**src/rtl/stopwatch_pkg.sv**
```systemverilog
// Shared constants and types for the stopwatch datapath.
// Moduli and widths of the centisecond/second/minute digit groups, plus the
// packed time record used for the live count and the lap snapshot.
package stopwatch_pkg;

    localparam int unsigned MSEC_MOD = 100;
    localparam int unsigned SEC_MOD  = 60;
    localparam int unsigned MIN_MOD  = 60;

    localparam int unsigned MSEC_W = 7;
    localparam int unsigned SEC_W  = 6;
    localparam int unsigned MIN_W  = 6;
    localparam int unsigned HOUR_W = 5;

    // One full time value, most significant group first.
    typedef struct packed {
        logic [HOUR_W-1:0] hour;
        logic [MIN_W-1:0]  min;
        logic [SEC_W-1:0]  sec;
        logic [MSEC_W-1:0] msec;
    } sw_time_t;

    localparam sw_time_t TIME_ZERO = '0;

endpackage

```
**src/rtl/tick_counter.sv**
```systemverilog
// Modulo-MOD counter stage of the time cascade.
// Advances by one on i_tick, wraps from MOD-1 to 0 and signals the wrap on
// o_carry in the same cycle so the next stage advances on the same edge.
// i_clear forces the count to 0 and takes priority over i_tick.
module tick_counter #(
    parameter int unsigned MOD   = 10,
    parameter int unsigned WIDTH = 4
) (
    input  logic             clk,
    input  logic             reset,
    input  logic             i_tick,
    input  logic             i_clear,
    output logic [WIDTH-1:0] o_count,
    output logic             o_carry
);

    localparam logic [WIDTH-1:0] LAST = WIDTH'(MOD - 1);

    logic [WIDTH-1:0] count_q;
    logic [WIDTH-1:0] count_d;
    logic             at_last;

    assign at_last = (count_q == LAST);

    // Next count: clear, wrap at MOD-1, or increment on tick.
    always_comb begin
        count_d = count_q;
        if (i_clear) begin
            count_d = '0;
        end else if (i_tick) begin
            count_d = at_last ? '0 : count_q + WIDTH'(1);
        end
    end

    // Count register with synchronous reset.
    always_ff @(posedge clk) begin
        if (reset) begin
            count_q <= '0;
        end else begin
            count_q <= count_d;
        end
    end

    assign o_count = count_q;
    assign o_carry = i_tick & at_last;

endmodule

```
**src/rtl/stopwatch_datapath.sv**
```systemverilog
// Stopwatch time-keeping datapath.
// A local prescaler divides clk down to a 1/100 s tick while i_run is held and
// i_clear is low; the tick drives a four-stage cascade of tick_counter
// instances (centiseconds, seconds, minutes, hours). A paused prescaler keeps
// its partial progress, so resuming loses no time.
// Optional feature: define STOPWATCH_LAP_EN to enable the lap freeze, where
// i_lap toggles between showing the live count and a snapshot taken on entry.
// Without it, i_lap is ignored and the outputs always show the live count.
module stopwatch_datapath
    import stopwatch_pkg::*;
#(
    parameter int unsigned TICK_DIV = 1_000_000,
    parameter int unsigned HOUR_MAX = 24
) (
    input  logic              clk,
    input  logic              reset,
    input  logic              i_run,
    input  logic              i_clear,
    input  logic              i_lap,
    output logic [MSEC_W-1:0] o_msec,
    output logic [SEC_W-1:0]  o_sec,
    output logic [MIN_W-1:0]  o_min,
    output logic [HOUR_W-1:0] o_hour,
    output logic              o_tick
);

    localparam int unsigned    PRESC_W   = (TICK_DIV > 1) ? $clog2(TICK_DIV) : 1;
    localparam logic [PRESC_W-1:0] PRESC_MAX = PRESC_W'(TICK_DIV - 1);

    logic [PRESC_W-1:0] presc_q;
    logic [PRESC_W-1:0] presc_d;
    logic               tick;
    logic               tick_q;

    logic               msec_carry;
    logic               sec_carry;
    logic               min_carry;
    logic               unused_hour_carry;

    sw_time_t           live;
    sw_time_t           shown;

    // Prescaler: advance only while running and not clearing; a pause holds
    // the partial tick. Clear wins over run.
    always_comb begin
        presc_d = presc_q;
        tick    = 1'b0;
        if (i_clear) begin
            presc_d = '0;
        end else if (i_run) begin
            if (presc_q == PRESC_MAX) begin
                presc_d = '0;
                tick    = 1'b1;
            end else begin
                presc_d = presc_q + PRESC_W'(1);
            end
        end
    end

    // Prescaler and tick-pulse registers; o_tick is registered so it lines
    // up with the count update and has no path from the inputs.
    always_ff @(posedge clk) begin
        if (reset) begin
            presc_q <= '0;
            tick_q  <= 1'b0;
        end else begin
            presc_q <= presc_d;
            tick_q  <= tick;
        end
    end

    tick_counter #(
        .MOD   (MSEC_MOD),
        .WIDTH (MSEC_W)
    ) u_msec (
        .clk     (clk),
        .reset   (reset),
        .i_tick  (tick),
        .i_clear (i_clear),
        .o_count (live.msec),
        .o_carry (msec_carry)
    );

    tick_counter #(
        .MOD   (SEC_MOD),
        .WIDTH (SEC_W)
    ) u_sec (
        .clk     (clk),
        .reset   (reset),
        .i_tick  (msec_carry),
        .i_clear (i_clear),
        .o_count (live.sec),
        .o_carry (sec_carry)
    );

    tick_counter #(
        .MOD   (MIN_MOD),
        .WIDTH (MIN_W)
    ) u_min (
        .clk     (clk),
        .reset   (reset),
        .i_tick  (sec_carry),
        .i_clear (i_clear),
        .o_count (live.min),
        .o_carry (min_carry)
    );

    // The hour wrap is the full-day rollover; nothing downstream needs it.
    tick_counter #(
        .MOD   (HOUR_MAX),
        .WIDTH (HOUR_W)
    ) u_hour (
        .clk     (clk),
        .reset   (reset),
        .i_tick  (min_carry),
        .i_clear (i_clear),
        .o_count (live.hour),
        .o_carry (unused_hour_carry)
    );

`ifdef STOPWATCH_LAP_EN
    logic     lap_q;
    logic     lap_d;
    sw_time_t snap_q;
    sw_time_t snap_d;

    // Lap toggle: entering lap captures the pre-edge live count; clear drops
    // both the flag and the snapshot and overrides a coincident i_lap.
    always_comb begin
        lap_d  = lap_q;
        snap_d = snap_q;
        if (i_clear) begin
            lap_d  = 1'b0;
            snap_d = TIME_ZERO;
        end else if (i_lap) begin
            lap_d = ~lap_q;
            if (!lap_q) begin
                snap_d = live;
            end
        end
    end

    // Lap flag and snapshot registers.
    always_ff @(posedge clk) begin
        if (reset) begin
            lap_q  <= 1'b0;
            snap_q <= TIME_ZERO;
        end else begin
            lap_q  <= lap_d;
            snap_q <= snap_d;
        end
    end

    assign shown = lap_q ? snap_q : live;
`else
    logic unused_lap;

    assign unused_lap = i_lap;
    assign shown      = live;
`endif

    // All output sources are registers; the lap select is a register too.
    assign o_msec = shown.msec;
    assign o_sec  = shown.sec;
    assign o_min  = shown.min;
    assign o_hour = shown.hour;
    assign o_tick = tick_q;

endmodule
```
**config.mk**
```make
export PLATFORM = sky130hd
export DESIGN_NAME = stopwatch_datapath
export DESIGN_NICKNAME = d
export VERILOG_FILES = /design/src/rtl/stopwatch_pkg.sv /design/src/rtl/tick_counter.sv /design/src/rtl/stopwatch_datapath.sv
export SDC_FILE = /design/constraint.sdc
export NUM_CORES = 1
export LEC_CHECK = 0
export CAP_MARGIN = 20
export CORE_UTILIZATION = 45
export CTS_BUF_LIST = sky130_fd_sc_hd__clkbuf_8
export CTS_CLUSTER_DIAMETER = 50
export DETAILED_ROUTE_END_ITERATION = 10
export GPL_TIMING_DRIVEN = 0
export PLACE_DENSITY = 0.68
export SLEW_MARGIN = 20
export SYNTH_ARGS = -nofsm -noshare
export SYNTH_HDL_FRONTEND = slang
export SYNTH_SLANG_ARGS = --single-unit
```
**constraint.sdc**
```tcl
create_clock -name clk -period 3.6 [get_ports clk]
set_input_delay 0.54 -clock clk [delete_from_list [all_inputs] [get_ports clk]]
set_output_delay 0.54 -clock clk [all_outputs]
set_load 0.02 [all_outputs]
```
==> results of run 1 <==
[worst register-to-register path, cell delays in order (launching register included)]
cell and delay [ns]:
dfxtp_1 0.37, ha_1 0.22, nand3_2 0.11, or4_1 0.52, buf_2 0.17, or4_1 0.49, buf_2 0.18, or4b_1 0.46
a21oi_1 0.14
[cell families (layout without fill, tap and decap cells)]
| family | Yosys count | in the layout |
|---|---|---|
| compound gates | 28 | 28 |
| buf+inv | 11 | 46 |
| simple gates | 130 | 130 |
| xor+xnor | 25 | 25 |
| flops | 45 | 45 |
| fa+ha+maj | 5 | 5 |
| mux | 3 | 3 |
[layout make-up]
class,count,area share [%]
flip-flops and latches,45,35.3
multi-input cells,191,45.7
plain buffers,8,1.42
well taps,52,2.55
inverters,3,0.442
clock inverters,1,0.196
clock buffers,7,3.78
repair buffers,27,10.6
[state kept, by name (all words and copies together), names as in the netlist]
register / cells
o_tick: 1
presc_q: 20
u_hour.o_count: 5
u_min.o_count: 6
u_msec.o_count: 7
u_sec.o_count: 6
[routing by layer]
metal | up-vias | global-route usage (%) | wire (µm)
li1 | 941 | - | -
met1 | 806 | 23.9 | 2070
met2 | 20 | 30.3 | 1850
met3 | 2 | 3.70 | 120
met4 | 0 | 5.33 | 17
met5 | - | 0 | 0
[synth_stat cells (4+ instances only)]
cell type,count
o31ai_1,4
nand2_1,21
dfxtp_1,45
nand4_1,4
nor4_1,5
and4_1,4
ha_1,5
a21oi_1,14
nor2_1,36
and2_1,4
clkbuf_1,5
o21ai_0,9
xnor2_1,13
and3_1,8
xor2_1,12
or4_1,6
nand3_1,14
or3_1,6
nor2b_1,5
[metrics by stage]
step	util, %	instances
floorplan	-	247
global placement	55.1	326
detailed placement	55.1	326
CTS	57.4	334
global route	57.4	334
finish	57.4	334
[power by group through the flow]
stage                     combinational, mW  clock, mW  sequential (mW)
after floorplan                      0.0115          0            0.510
after global placement               0.0183          0            0.510
after detailed placement             0.0183          0            0.510
after CTS                            0.0184      0.351            0.499
after global routing                 0.0205      0.371            0.499
final                                0.0181      0.342            0.499
[how the worst max path moves through the flow]
stage                from                 to  cells after the start
6_report       presc_q[0]  u_hour.o_count[3]                      8
5_1_grt        presc_q[0]  u_hour.o_count[3]                      8
4_1_cts        presc_q[0]  u_hour.o_count[3]                      8
3_5_place_dp      i_clear  u_hour.o_count[3]                      6
3_3_place_gp      i_clear  u_hour.o_count[3]                      6
2_1_floorplan       i_run  u_hour.o_count[3]                      8
==> results by group, run 1 <==
Timing
  – Unrepaired setup endpoints after global routing: false
  – Largest clock skew in the final design: between 0.006 and 0.007 ns
  – Setup TNS: 0 ns
  – Period utilisation layout: roughly 76%
  – Final-report hold violation count: 0
  – Final setup fails: 0
  – Fin Hold WS: roughly 0.5 ns
  – Least setup slack across all paths after layout: a little under 0.9 ns
  – Max transition margin: 53.7%
  – Max Transition Viols Final: 0
  – Transition time at the pin with the least slew margin: around 0.69 ns
  – Fmax: roughly 0.37 GHz
  – Post-route minimum period: between 2 and 3 ns

Logic synthesis
  – Post-synthesis cell type count: 34
  – Main flop type after synthesis: dfxtp_1
  – Synthesized-area fraction occupied by adder cells: around 3%
  – Mean cell area of the mapped netlist: 8.56 µm²
  – EDFF count, synth: 0
  – Count of synthesis-stage warnings from yosys: 0
  – Fraction of synthesized cell area taken by the top area cell type: between 40 and 50%
  – Synth area leaders: dfxtp_1 43%, nor2_1 6.4%, xnor2_1 5.4%, xor2_1 5.0%, nand2_1 3.7%
  – Post-synthesis mux area share: 1.42%
  – Netlist area before placement: 2110 µm²
  – Cell accounting for the most synthesized area: dfxtp_1
  – Synthesized instance count: ~250
  – Post-synthesis sequential element count: 45
  – Simple-gate share of the synthesized area: roughly a third
  – Share of synthesized registers carrying an async set or reset: 0%
  – Combinational family with the most area after synthesis: simple AND/OR/NAND/NOR gates
  – Parity-gate share of the synthesized area counting xor and xnor cells: 10.4%
  – Net count of the mapped netlist: around 260
  – Synthesized-area fraction occupied by ao, oa, aoi and oai cells: around 7.2%
  – Sequential cell area fraction in the yosys report: roughly 43%

Die
  – Cell Rows: 24
  – Placeable Area: roughly 4400 µm²
  – Die footprint: approximately 5000 µm²
  – Vertical extent of the die: a little over 70 µm
  – I/O pin count: 30
  – Initial Util: 47.6%
  – Die width: just over 70 µm

Critical path
  – Slack of the worst reg-to-reg path: around 0.88 ns
  – Number of cells traversed by the worst register-to-register path: 8
  – Worst R2R End: u_hour.o_count[3]
  – Cells traversed along the worst timing path: ha_1, nand3_2, or4_1, buf_2, or4_1, buf_2, or4b_1, a21oi_1
  – Element type at the critical path end: flip-flop
  – Worst flop-to-flop path startpoint: presc_q[0]
  – Cell class contributing the biggest share of worst-path delay: simple AND/OR/NAND/NOR gates
  – Worst path arrival time: slightly below 3 ns
  – Critical Setup Path Class: flip-flop to flip-flop
  – Largest fanout on the critical path: 9
  – Sort of element at the start of the critical path: flip-flop
  – Critical path required time: 3.83 ns
  – Buffers and inverters on the worst path: 2
  – Library cell contributing the largest single delay on the critical path: or4_1
  – Slowest Stage Delay on Critical Path: around 0.52 ns

Pwr
  – Clk network pwr share: between 30% and 40%
  – Internal power: 0.678 mW
  – Ratio of total power to cell area: ~340 nW/µm²
  – Fraction of power spent switching nets: 21.0%
  – Largest vdd supply drop: ~0.23 mV
  – Total chip power: ~0.86 mW
  – Part of the total power dissipated in combinational logic: 2.1%
  – Sequential share of power: about three fifths
  – Static Leak: 0.836 nW
  – Switching pwr: ~0.18 mW

Routing
  – First-pass iteration count of the detailed router: 7
  – DRC errors left: 8
  – Total vias in the final route: about 1800
  – DRT Wirelength: approximately 4000 µm
  – Initial DRC Count: between 100 and 150
  – Number of routed nets with antenna violations: 0
  – Mean routed wirelength per cell: approximately 12 µm
  – Detail-routed via count per cell: around 5.3

Clock tree
  – Clock latency reported for the late side of the worst-skew pair: slightly below 0.3 ns
  – CTS max path bufs: 2
  – Number of gates resized after CTS: 0
  – Number of H-tree branching levels: 2
  – CTS clock-pin slew for the worst setup and hold paths: 0.09 ns
  – Root cell of the clock tree: clkbuf_8
  – TritonCTS clock tree: built
  – Number of hold buffers added after cts: 0
  – CTS Sinks: 45
  – Number of buffers inserted by post-CTS setup repair: 0
  – Total CTS buffers: 5

Flow run
  – Number of maximum-capacitance constraint violations: 0

Run status
  – Result of the run: finished, violations left
  – Failing checks: DRC

Min path
  – Terminating pin of the worst hold path: u_min.o_count[0]
  – Hold_sp: u_min.o_count[0]
  – Worst hold path depth: 2
  – Hold Path Class: flip-flop to flip-flop

Final layout
  – Storage cell area: approximately 900 µm²
  – Post-route cell area: roughly 2500 µm²
  – Net total in the final layout: approximately 290
  – Share of final-layout standard cells stronger than drive strength 1: between 5 and 6%
  – Area of the multi-input gates: between 1000 and 1500 µm²
  – Number of diodes: 0
  – Most used cells in the layout excluding fill and tap cells: 45 x dfxtp_1, 36 x nor2_1, 27 x clkdlybuf4s50_1, 21 x nand2_1
  – Layout filler cell count: slightly above 400
  – Leading cell type in the layout, fill and taps excluded: dfxtp_1
  – Area grow syn2layout: 20.7%

Global routing
  – Remaining global-route overflow: 0
  – Initial antenna violation count: 0
  – Maximum number of pins on one net before global-route repair: 14
  – Number of global-route vias before repair: between 1500 and 2000
  – Global-route wire length before repair: 7320 µm
  – Tot GR Track Use: between 10% and 20%

Placed design
  – Area after detailed placement: about 2400 µm²
  – Number of I/O port buffers: 27
  – Pre-CTS setup slack: approximately 0.78 ns
  – Detailed-placement wirelength estimate: between 2000 and 3000 µm
  – Placer's final routability congestion estimate: about 0.74
(Power assumes the default switching activity.)
==> run 2, diff against run 1 <==
PLACE_DENSITY = 0.7   (was 0.68)
clock period = 2.4 ns   (was 3.6 ns; I/O delays follow)
==> run 2 against run 1 <==
Compared with the run above:
- the flow still finishes with violations (DRC)
- sequential power up 50%
- clock power increased by 27%
- setup slack worse by 0.83 ns
- largest cell class unchanged
==> results by group, run 2 (synthesis gave the netlist of run 1 again) <==
Die
  – Die footprint: 4970 µm² (unchanged)
  – Initial Util: 47.6% (unchanged)
  – Cell Rows: 24 (unchanged)
  – Die width: 70.5 µm (unchanged)
  – I/O pin count: 30 (unchanged)
  – Placeable Area: 4440 µm² (unchanged)
  – Vertical extent of the die: 70.5 µm (unchanged)

Routing
  – First-pass iteration count of the detailed router: 7 (unchanged)
  – Detail-routed via count per cell: 5.37 (+1.4%)
  – DRC errors left: 6 (-2)
  – Uppermost metal layer occupied by signal nets: met4
  – Initial DRC Count: 80 (-36%)
  – Number of routed nets with antenna violations: 0 (unchanged)
  – Met3 wirelength from detailed routing: 136 µm (+13%)
  – Met2 layer wire length in the routed design: 2010 µm (+8.7%)
  – Mean routed wirelength per cell: 12.5 µm (+2.8%)
  – Total vias in the final route: 1831 (+3.5%)
  – Routed length on met1: 2030 µm (-1.6%)
  – DRT Wirelength: 4260 µm (+5.0%)

Clock tree
  – CTS clock-pin slew for the worst setup and hold paths: 0.08 ns (about the same)
  – Root cell of the clock tree: clkbuf_8
  – CTS max path bufs: 2 (unchanged)
  – Total CTS buffers: 5 (unchanged)
  – TritonCTS clock tree: built
  – Number of hold buffers added after cts: 0 (unchanged)
  – Number of H-tree branching levels: 2 (unchanged)
  – Clock latency reported for the late side of the worst-skew pair: 0.30 ns (about the same)
  – CTS Sinks: 45 (unchanged)

Timing
  – Period utilisation layout: 97.9% (+22 points)
  – Final setup fails: 0 (unchanged)
  – Post-route minimum period: 2.35 ns (-0.374 ns)
  – Least setup slack across all paths after layout: 0.0493 ns (-0.826 ns)
  – Unrepaired setup endpoints after global routing: true
  – Largest clock skew in the final design: 0.00502 ns (-0.00148 ns)
  – Fmax: 0.425 GHz (+16%)
  – Transition time at the pin with the least slew margin: 0.690 ns (+0.00227 ns)
  – Max transition margin: 53.7% (-0.082 points)
  – Final-report hold violation count: 0 (unchanged)
  – Max Transition Viols Final: 0 (unchanged)

Critical path
  – Startpoint of the worst setup timing path: presc_q[1]
  – Largest fanout on the critical path: 4 (-5)
  – Worst flop-to-flop path startpoint: presc_q[1]
  – Critical path required time: 2.64 ns (-1.19 ns)
  – Sort of element at the start of the critical path: flip-flop
  – Element type at the critical path end: flip-flop
  – Critical Setup Path Class: flip-flop to flip-flop
  – Worst path arrival time: 2.59 ns (-0.36 ns)

Placed design
  – Number of I/O port buffers: 27 (unchanged)
  – Area after detailed placement: 2480 µm² (+1.3%)
  – Pre-CTS setup slack: -0.254 ns (-1.03 ns)
  – Detailed-placement wirelength estimate: 3010 µm (+2.2%)
  – Placer's final routability congestion estimate: 0.736 (-0.98%)

Final layout
  – Layout filler cell count: 415 (+3.0%)
  – Most used cells in the layout excluding fill and tap cells: 36 x nor2_1, 36 x dfxtp_1, 27 x clkdlybuf4s50_1, 21 x nand2_1, 14 x nand3_1
  – Net total in the final layout: 298 (+2.4%)
  – Area grow syn2layout: 26.1%
  – Share of final-layout standard cells stronger than drive strength 1: 12.8% (+7.1 points)
  – Post-route cell area: 2660 µm² (+4.5%)
  – Reg with most FFs: presc_q
  – Number of flip-flops in the largest register: 20 (unchanged)
  – Number of diodes: 0 (unchanged)

Global routing
  – Maximum number of pins on one net before global-route repair: 13 (-1)
  – Remaining global-route overflow: 0 (unchanged)
  – Number of global-route vias before repair: 1680 (+1.8%)
  – Global-route wire length before repair: 7200 µm (-1.6%)
  – Initial antenna violation count: 0 (unchanged)
  – Tot GR Track Use: 18.1% (-0.052 points)

Run status
  – Result of the run: finished, violations left
  – Failing checks: DRC

Flow run
  – Number of maximum-capacitance constraint violations: 0 (unchanged)

Pwr
  – Largest vdd supply drop: 0.337 mV (+46%)
  – Static Leak: 0.879 nW (+5.1%)
  – Total chip power: 1.21 mW (+41%)
  – Ratio of total power to cell area: 454 nW/µm² (+35%)

Min path
  – Hold Path Class: input pin to flip-flop
  – Hold_sp: i_run
## run 2: cell count changes in the layout (fill, tap and decap cells not counted), moves of 3 or more
cell / change
dfxtp_1: -9
inv_1: +3
buf_4: +8
dfxtp_2: +8
## run 2: layout make-up
class	count	area, µm²	share of cell area [%]
Multi-Input combinational cell	191	1220	46.0
Timing Repair Buffer	36	338	12.7
Sequential cell	45	915	34.3
Inverter	3	11.3	0.423
Clock inverter	3	11.3	0.423
Clock buffer	5	68.8	2.58
Tap cell	52	65.1	2.44
Buffer	6	30.0	1.13
## run 2: path summary, 6_finish.rpt
check        slack, ns                end  depth (start not counted)
max               0.05  u_hour.o_count[3]                          6
min               0.35         presc_q[0]                          3
max reg2reg       0.05  u_hour.o_count[3]                          6
min reg2reg       0.50   u_min.o_count[0]                          2
## run 2: metrics by stage
| stage | hold WS [ns] | util [%] | std cells | setup TNS, ns |
|---|---|---|---|---|
| 3_5_place_dp | 0.490 | 55.8 | 326 | -0.799 |
| 6_report | 0.353 | 59.9 | 341 | 0 |
| 2_1_floorplan | 0.479 | - | 247 | -0.0121 |
| 4_1_cts | 0.338 | 59.3 | 339 | -0.179 |
| 5_1_grt | 0.370 | 59.9 | 341 | -0.0317 |
| 3_3_place_gp | 0.483 | 55.8 | 326 | -0.834 |
## run 2: power breakdown
part,leakage [nW],switching [mW],total (mW),internal (mW)
clock,0.0519,0.239,0.433,0.194
sequential,0.367,0.00114,0.747,0.746
combinational,0.460,0.0192,0.0306,0.0114
## run 2: layer usage
metal / up-vias / GRT usage [%]
li1: 948 / -
met1: 847 / 22.6
met2: 28 / 30.4
met3: 8 / 3.56
met4: 0 / 8.00
met5: - / 0
## run 2: repair_timing
item                                    CTS  global route
endpoints found under the setup margin    6            10
pin swaps                                 4             7
resized for setup                        11             4
cloned                                    0             0
setup buffers                             5             4
## run 2: worst max-delay path, stage by stage, from the launching register on
cell and delay, ns:
dfxtp_2 0.36, ha_4 0.15, nand3_4 0.08, or4_4 0.50, or4_4 0.56, or4b_4 0.53
a21oi_2 0.11
